[config.mk]
export PLATFORM = sky130hd
export DESIGN_NAME = draw_scheduler
export DESIGN_NICKNAME = d
export VERILOG_FILES = /design/src/rtl/draw_pkg.sv /design/src/rtl/draw_watchdog.sv /design/src/rtl/draw_scheduler.sv
export SDC_FILE = /design/constraint.sdc
export NUM_CORES = 1
export LEC_CHECK = 0
export ABC_CLOCK_PERIOD_IN_PS = 3100
export BUFFER_PORTS_ARGS = -buffer_cell sky130_fd_sc_hd__buf_2
export CAP_MARGIN = 10
export CORE_ASPECT_RATIO = 0.75
export CORE_MARGIN = 2
export CORE_UTILIZATION = 45
export CTS_CLUSTER_SIZE = 16
export DETAILED_ROUTE_END_ITERATION = 16
export GPL_TIMING_DRIVEN = 0
export MAX_ROUTING_LAYER = met4
export PLACE_DENSITY = 0.72
export SYNTH_ARGS = -nofsm -noshare
export SYNTH_HDL_FRONTEND = slang
export SYNTH_SLANG_ARGS = --single-unit
[constraint.sdc]
create_clock -name clk -period 3.1 [get_ports clk]
set_clock_uncertainty 0.15 [all_clocks]
set_input_delay 0.31 -clock clk [delete_from_list [all_inputs] [get_ports clk]]
set_output_delay 0.31 -clock clk [all_outputs]
set_load 0.01 [all_outputs]
[src/rtl/draw_pkg.sv]
// Shared constants and state encoding for the layered draw scheduler.
package draw_pkg;

  localparam int SCREEN_W = 160;
  localparam int SCREEN_H = 120;
  localparam int X_W      = 8;
  localparam int Y_W      = 7;
  localparam int C_W      = 3;
  localparam int NUM_ENG  = 3;
  localparam int WD_W     = 17;

  typedef enum logic [2:0] {
    IDLE,
    START,
    WAIT_DONE,
    RELEASE,
    NEXT,
    FIN
  } state_t;

endpackage

[src/rtl/draw_watchdog.sv]
// Per-engine hold-time watchdog: cleared on engine start, saturates at limit.
module draw_watchdog
  import draw_pkg::*;
#(
  parameter int unsigned TIMEOUT_CYC = 131071
) (
  input  logic clk,
  input  logic reset,
  input  logic i_clr,
  input  logic i_en,
  output logic o_expired
);

  localparam logic [WD_W-1:0] LIMIT = WD_W'(TIMEOUT_CYC);

  logic [WD_W-1:0] r_cnt;

  assign o_expired = (r_cnt >= LIMIT);

  always_ff @(posedge clk or posedge reset) begin
    if (reset) begin
      r_cnt <= '0;
    end else if (i_clr) begin
      r_cnt <= '0;
    end else if (i_en && !o_expired) begin
      r_cnt <= r_cnt + WD_W'(1);
    end
  end

endmodule

[src/rtl/draw_scheduler.sv]
// Grants the VGA write port to draw engines one at a time, lowest index
// first, so higher engines paint over lower layers within each frame.
module draw_scheduler
  import draw_pkg::*;
#(
  parameter int          NUM_ENG     = draw_pkg::NUM_ENG,
  parameter int unsigned TIMEOUT_CYC = 131071
) (
  input  logic                   clk,
  input  logic                   reset,
  input  logic                   frame_tick,
  input  logic [NUM_ENG-1:0]     en_mask,
  output logic [NUM_ENG-1:0]     begin_draw,
  input  logic [NUM_ENG-1:0]     eng_done,
  input  logic [X_W*NUM_ENG-1:0] eng_x,
  input  logic [Y_W*NUM_ENG-1:0] eng_y,
  input  logic [C_W*NUM_ENG-1:0] eng_color,
  input  logic [NUM_ENG-1:0]     eng_plot,
  output logic [X_W-1:0]         vga_x,
  output logic [Y_W-1:0]         vga_y,
  output logic [C_W-1:0]         vga_color,
  output logic                   vga_plot,
  output logic                   busy,
  output logic                   frame_done,
  output logic [7:0]             frame_count,
  output logic                   timeout_err,
  output logic                   overrun
);

  localparam int IDX_W = (NUM_ENG > 1) ? $clog2(NUM_ENG) : 1;

  state_t             r_state;
  state_t             w_next;
  logic [IDX_W-1:0]   r_idx;
  logic [NUM_ENG-1:0] r_mask;
  logic               r_to_rel;
  logic               r_timeout_err;
  logic               r_overrun;
  logic [7:0]         r_count;
  logic [X_W-1:0]     r_vga_x;
  logic [Y_W-1:0]     r_vga_y;
  logic [C_W-1:0]     r_vga_c;
  logic               r_vga_plot;

  logic               w_first_ok;
  logic [IDX_W-1:0]   w_first;
  logic               w_nxt_ok;
  logic [IDX_W-1:0]   w_nxt;
  logic               w_done;
  logic               w_plot;
  logic [X_W-1:0]     w_x;
  logic [Y_W-1:0]     w_y;
  logic [C_W-1:0]     w_c;
  logic               w_wd_clr;
  logic               w_wd_en;
  logic               w_expired;
  logic               w_bd_on;
  logic               w_load;
  logic               w_adv;
  logic               w_to_hit;
  logic               w_frame_done;
  logic               w_cap;

  draw_watchdog #(
    .TIMEOUT_CYC(TIMEOUT_CYC)
  ) u_wd (
    .clk      (clk),
    .reset    (reset),
    .i_clr    (w_wd_clr),
    .i_en     (w_wd_en),
    .o_expired(w_expired)
  );

  // Descending scan leaves the lowest qualifying index in the result.
  always_comb begin
    w_first_ok = 1'b0;
    w_first    = '0;
    w_nxt_ok   = 1'b0;
    w_nxt      = '0;
    for (int i = NUM_ENG - 1; i >= 0; i--) begin
      if (en_mask[i]) begin
        w_first_ok = 1'b1;
        w_first    = IDX_W'(i);
      end
      if (r_mask[i] && (i > int'(r_idx))) begin
        w_nxt_ok = 1'b1;
        w_nxt    = IDX_W'(i);
      end
    end
  end

  always_comb begin
    w_done = 1'b0;
    w_plot = 1'b0;
    w_x    = '0;
    w_y    = '0;
    w_c    = '0;
    for (int i = 0; i < NUM_ENG; i++) begin
      if (r_idx == IDX_W'(i)) begin
        w_done = eng_done[i];
        w_plot = eng_plot[i];
        w_x    = eng_x[i*X_W +: X_W];
        w_y    = eng_y[i*Y_W +: Y_W];
        w_c    = eng_color[i*C_W +: C_W];
      end
    end
  end

  always_ff @(posedge clk or posedge reset) begin
    if (reset) begin
      r_state <= IDLE;
    end else begin
      r_state <= w_next;
    end
  end

  always_comb begin
    w_next       = r_state;
    w_wd_clr     = 1'b0;
    w_wd_en      = 1'b0;
    w_bd_on      = 1'b0;
    w_load       = 1'b0;
    w_adv        = 1'b0;
    w_to_hit     = 1'b0;
    w_frame_done = 1'b0;
    unique case (r_state)
      IDLE: begin
        if (frame_tick) begin
          w_load = 1'b1;
          w_next = w_first_ok ? START : FIN;
        end
      end
      START: begin
        w_bd_on  = 1'b1;
        w_wd_clr = 1'b1;
        w_next   = WAIT_DONE;
      end
      WAIT_DONE: begin
        w_bd_on = 1'b1;
        w_wd_en = 1'b1;
        if (w_expired) begin
          w_to_hit = 1'b1;
          w_next   = RELEASE;
        end else if (w_done) begin
          w_next = RELEASE;
        end
      end
      RELEASE: begin
        // A hung engine may never drop done; the timeout path skips the wait.
        if (!w_done || r_to_rel) begin
          w_next = NEXT;
        end
      end
      NEXT: begin
        w_adv  = w_nxt_ok;
        w_next = w_nxt_ok ? START : FIN;
      end
      FIN: begin
        w_frame_done = 1'b1;
        w_next       = IDLE;
      end
      default: w_next = IDLE;
    endcase
  end

  assign w_cap = (r_state == WAIT_DONE) && !w_expired;

  always_ff @(posedge clk or posedge reset) begin
    if (reset) begin
      r_idx         <= '0;
      r_mask        <= '0;
      r_to_rel      <= 1'b0;
      r_timeout_err <= 1'b0;
      r_overrun     <= 1'b0;
      r_count       <= '0;
      r_vga_x       <= '0;
      r_vga_y       <= '0;
      r_vga_c       <= '0;
      r_vga_plot    <= 1'b0;
    end else begin
      if (w_load) begin
        r_mask <= en_mask;
        r_idx  <= w_first;
      end
      if (w_adv) begin
        r_idx <= w_nxt;
      end
      if (w_wd_clr) begin
        r_to_rel <= 1'b0;
      end
      if (w_to_hit) begin
        r_to_rel      <= 1'b1;
        r_timeout_err <= 1'b1;
      end
      if (frame_tick && (r_state != IDLE)) begin
        r_overrun <= 1'b1;
      end
      if (w_frame_done) begin
        r_count <= r_count + 8'd1;
      end
      r_vga_plot <= w_cap & w_plot;
      r_vga_x    <= w_cap ? w_x : '0;
      r_vga_y    <= w_cap ? w_y : '0;
      r_vga_c    <= w_cap ? w_c : '0;
    end
  end

  always_comb begin
    begin_draw = '0;
    for (int i = 0; i < NUM_ENG; i++) begin
      if (w_bd_on && (r_idx == IDX_W'(i))) begin
        begin_draw[i] = 1'b1;
      end
    end
  end

  assign busy        = (r_state != IDLE);
  assign frame_done  = w_frame_done;
  assign frame_count = r_count;
  assign timeout_err = r_timeout_err;
  assign overrun     = r_overrun;
  assign vga_x       = r_vga_x;
  assign vga_y       = r_vga_y;
  assign vga_color   = r_vga_c;
  assign vga_plot    = r_vga_plot;

endmodule

==> summary.md <==
| Metric | Value |
|---|---|
| Leak Pwr | around 1.8 nW |
| Hold path cells | 3 |
| Outcome | finished clean |
| Number of antenna repair diodes | 0 |
| Post-synthesis instance total | 303 |
| Post-route clock period utilization | 0.938 |
| Count of max-cap constraint violations | 0 |
| Count of endpoints failing setup in the final report | 0 |
| Asr flop ratio synth | 1.00 |
| Routability Congestion | 0.933 |
| Wire length of the first global-routing pass | 11,300 µm |
| Final critical delay including setup and external delays | about 2.9 ns |
| Crit Path Max Fanout | 7 |
| Post-synthesis cell type count | 48 |
| Synthesis Warnings | 0 |
| Area growth from synthesis to layout | 25.9% |
| Clock sink total | 54 |
| DRT Pass-1 Iters | 4 |
| Post CTS Setup Buffer Count | 0 |
| Fmax | between 300 and 400 MHz |
| Worst min-delay path class | in -> reg |
| H-tree levels | 2 |
| Layout cells sized above 1 | 0.277 |
| Layout fillers | between 500 and 600 |
| Clock Tree Root | sky130_fd_sc_hd__clkbuf_8 |
| PortBufs | 99 |
| Data required time of the worst path | 3.14 ns |
| Routed Antenna Nets | 0 |
| Launch instance of the worst register-to-register path | u_wd.r_cnt[0] |
| Via count of the first global-routing pass | around 2,500 |
| Peak supply drop | between 0.0003 and 0.0004 V |
| Arrival time of the worst setup path | 2.95 ns |
| Row count | 25 |
| Total Power Consumption | roughly 2.7 mW |
| Reg2Reg Depth | 9 |
| Worst rel slew slack | 0.264 |
| Placed Instance Area | 3510 µm² |
| CTS Buffer Depth | 2 |
| Total Die Area | 7100 µm² |
| Total wire length after detailed routing | 6810 µm |
| RSZ-0062 raised after global routing | false |
| CP Capture Type | flop |
| Total routing usage reported by global routing | 0.200 |
| Hold Path Origin | eng_x[18] |
| Sum of net half-perimeters after detailed placement | 5160 µm |
| Sum of overflow across all layers after global routing | 0 |
| Post-synthesis cell area | about 2900 µm² |
| Maximum number of pins on one net before global-route repair | 33 |
| Post-DR wirelength/cell | 13.8 µm |
| Slew Viols, Final | 0 |
| Share of synthesized area occupied by flip-flops and latches | 0.467 |
| Nets in the synthesized netlist | around 370 |
| Count of pins on the block boundary | 100 |
| Die outline width | roughly 97 µm |
| Register clock-pin slew on the reported worst setup and hold paths | about 0.1 ns |
| Power Density | about 740 nW/µm² |
| Number of vias in the routed layout | 2,593 |
| Final net count | 480 |
| Top FF cell, synth | sky130_fd_sc_hd__dfrtp_1 |
| Vertical die dimension | ~73 µm |
| Detailed-route vias per instance | about 5.3 |
| End point of the most critical hold path | vga_x[2] |
| Kind of critical path | reg -> reg |
| Number of DRC violations after detailed-routing iteration 0 | between 90 and 100 |
| Worst r2r dst | u_wd.r_cnt[15] |
| Post-synthesis average cell area | around 9.6 µm² |
| CP startpoint kind | flop |
| Number of antenna violations at the first check in global routing | 0 |
| Final hold slack | ~0.084 ns |
| Number of synthesized flops with an enable pin | 0 |
| Design Area, Final | 3640 µm² |
| TritonCTS clock tree | yes |
| Number of design rule violations left after detail routing | 0 |
| Total negative setup slack | 0 ns |
| Register-to-register setup slack | about 0.19 ns |
| Final hold violation count | 0 |
| Starting density of the core | 0.463 |
| Core Box Area | 6260 µm² |
| Clk_lat worst skew | about 0.30 ns |
| Total clock buffers created by CTS | 5 |
| Flop and latch count out of synthesis | 54 |
| Slew at the pin with the worst max-slew slack | roughly 1.1 ns |
==> cell usage in the layout (no fill, tap or decap), drive strengths merged, types with 2 or more instances in the layout <==
| cell | count |
|---|---|
| a2111oi | 3 |
| a211oi | 3 |
| a21oi | 24 |
| and2 | 3 |
| and3 | 2 |
| and4 | 7 |
| buf | 103 |
| clkbuf | 24 |
| dfrtp | 54 |
| ha | 3 |
| inv | 3 |
| mux2 | 3 |
| mux2i | 33 |
| nand2 | 22 |
| nand2b | 9 |
| nand3 | 5 |
| nand3b | 2 |
| nand4 | 6 |
| nor2 | 44 |
| nor2b | 6 |
| nor3 | 7 |
| nor4b | 3 |
| o211ai | 3 |
| o21ai | 7 |
| o21bai | 2 |
| or3 | 3 |
| or3b | 2 |
| xnor2 | 5 |
| xor2 | 2 |
==> flip-flops by register name, indices dropped and copies added, names as in the netlist <==
register     cells
vga_y            7
overrun          1
r_to_rel         1
vga_x            8
frame_count      8
vga_color        3
r_mask           2
r_idx            2
u_wd.r_cnt      17
r_state          3
timeout_err      1
vga_plot         1
==> kinds of logic after synthesis <==
kind of cell,share of synthesized area
AOI/OAI and AO/OA,0.116
xor gates and xnor gates,0.0212
adders and majority gates,0.0130
buffers and inverters,0.0311
DFF,0.467
muxes,0.126
and+or+nand+nor,0.226
==> how the worst max path moves through the flow <==
stage                     cells after the start              to     startpoint
after floorplan                               9  u_wd.r_cnt[15]  u_wd.r_cnt[0]
after global placement                        9  u_wd.r_cnt[15]  u_wd.r_cnt[0]
after detailed placement                      9  u_wd.r_cnt[15]  u_wd.r_cnt[0]
after CTS                                     9  u_wd.r_cnt[15]  u_wd.r_cnt[0]
after global routing                          9  u_wd.r_cnt[15]  u_wd.r_cnt[0]
final                                         9  u_wd.r_cnt[15]  u_wd.r_cnt[0]
==> metrics by stage <==
stage,cells,utilization,worst slack (ns)
6_report,492,0.582,0.192
3_3_place_gp,483,0.558,0.105
2_1_floorplan,303,-,0.487
4_1_cts,492,0.581,0.0945
5_1_grt,492,0.582,0.0573
3_5_place_dp,484,0.561,0.107
==> metal layers <==
metal	track usage	share of wire	routed length, µm
met1	0.281	0.49	3330
met2	0.301	0.44	3010
met3	0.0400	0.058	392
met4	0.0469	0.011	72
met5	-	0	0
==> layout make-up <==
class	instances	area [µm²]	area share
inverters	3	11.3	0.00309
flip-flops and latches	54	1350	0.371
repair buffers	101	526	0.144
clock buffers	6	82.6	0.0227
multi-input cells	225	1460	0.401
well taps	81	101	0.0278
plain buffers	21	78.8	0.0216
clock inverters	1	30.0	0.00824
==> timing repair <==
item,CTS,global route
hold endpoints to repair,22,0
endpoints found under the setup margin,0,1
hold buffers,1,0
gates resized for setup,0,1
==> where the power goes <==
part / switching, mW / total, mW / internal, mW
registers: 0.0979 / 0.994 / 0.897
logic: 0.731 / 1.22 / 0.487
clock network: 0.225 / 0.483 / 0.259
total: 1.05 / 2.70 / 1.64
==> worst max-delay path, stage by stage, from the launching register on <==
cell,delay (ns)
sky130_fd_sc_hd__dfrtp_1,0.44
sky130_fd_sc_hd__ha_1,0.25
sky130_fd_sc_hd__and4_1,0.22
sky130_fd_sc_hd__nand3_1,0.10
sky130_fd_sc_hd__nor2_1,0.05
sky130_fd_sc_hd__ha_1,0.28
sky130_fd_sc_hd__nor4b_4,0.44
sky130_fd_sc_hd__nand4_1,0.23
sky130_fd_sc_hd__or3b_2,0.50
sky130_fd_sc_hd__mux2i_1,0.13
==> synthesized netlist by cell type, types with 5 or more instances <==
master	number	area (µm²)
sky130_fd_sc_hd__and4_1	7	61.3
sky130_fd_sc_hd__nand2_1	22	82.6
sky130_fd_sc_hd__mux2i_1	33	330
sky130_fd_sc_hd__nand3_1	5	25.0
sky130_fd_sc_hd__nor2b_1	6	37.5
sky130_fd_sc_hd__nor2_1	44	165
sky130_fd_sc_hd__nand2b_1	9	56.3
sky130_fd_sc_hd__dfrtp_1	54	1350
sky130_fd_sc_hd__nand4_1	6	37.5
sky130_fd_sc_hd__xnor2_1	5	43.8
sky130_fd_sc_hd__clkbuf_1	18	67.6
sky130_fd_sc_hd__nor3_1	7	35.0
sky130_fd_sc_hd__a21oi_1	24	120
sky130_fd_sc_hd__o21ai_0	7	35.0
No activity file was read; power rests on OpenSTA's default activity.
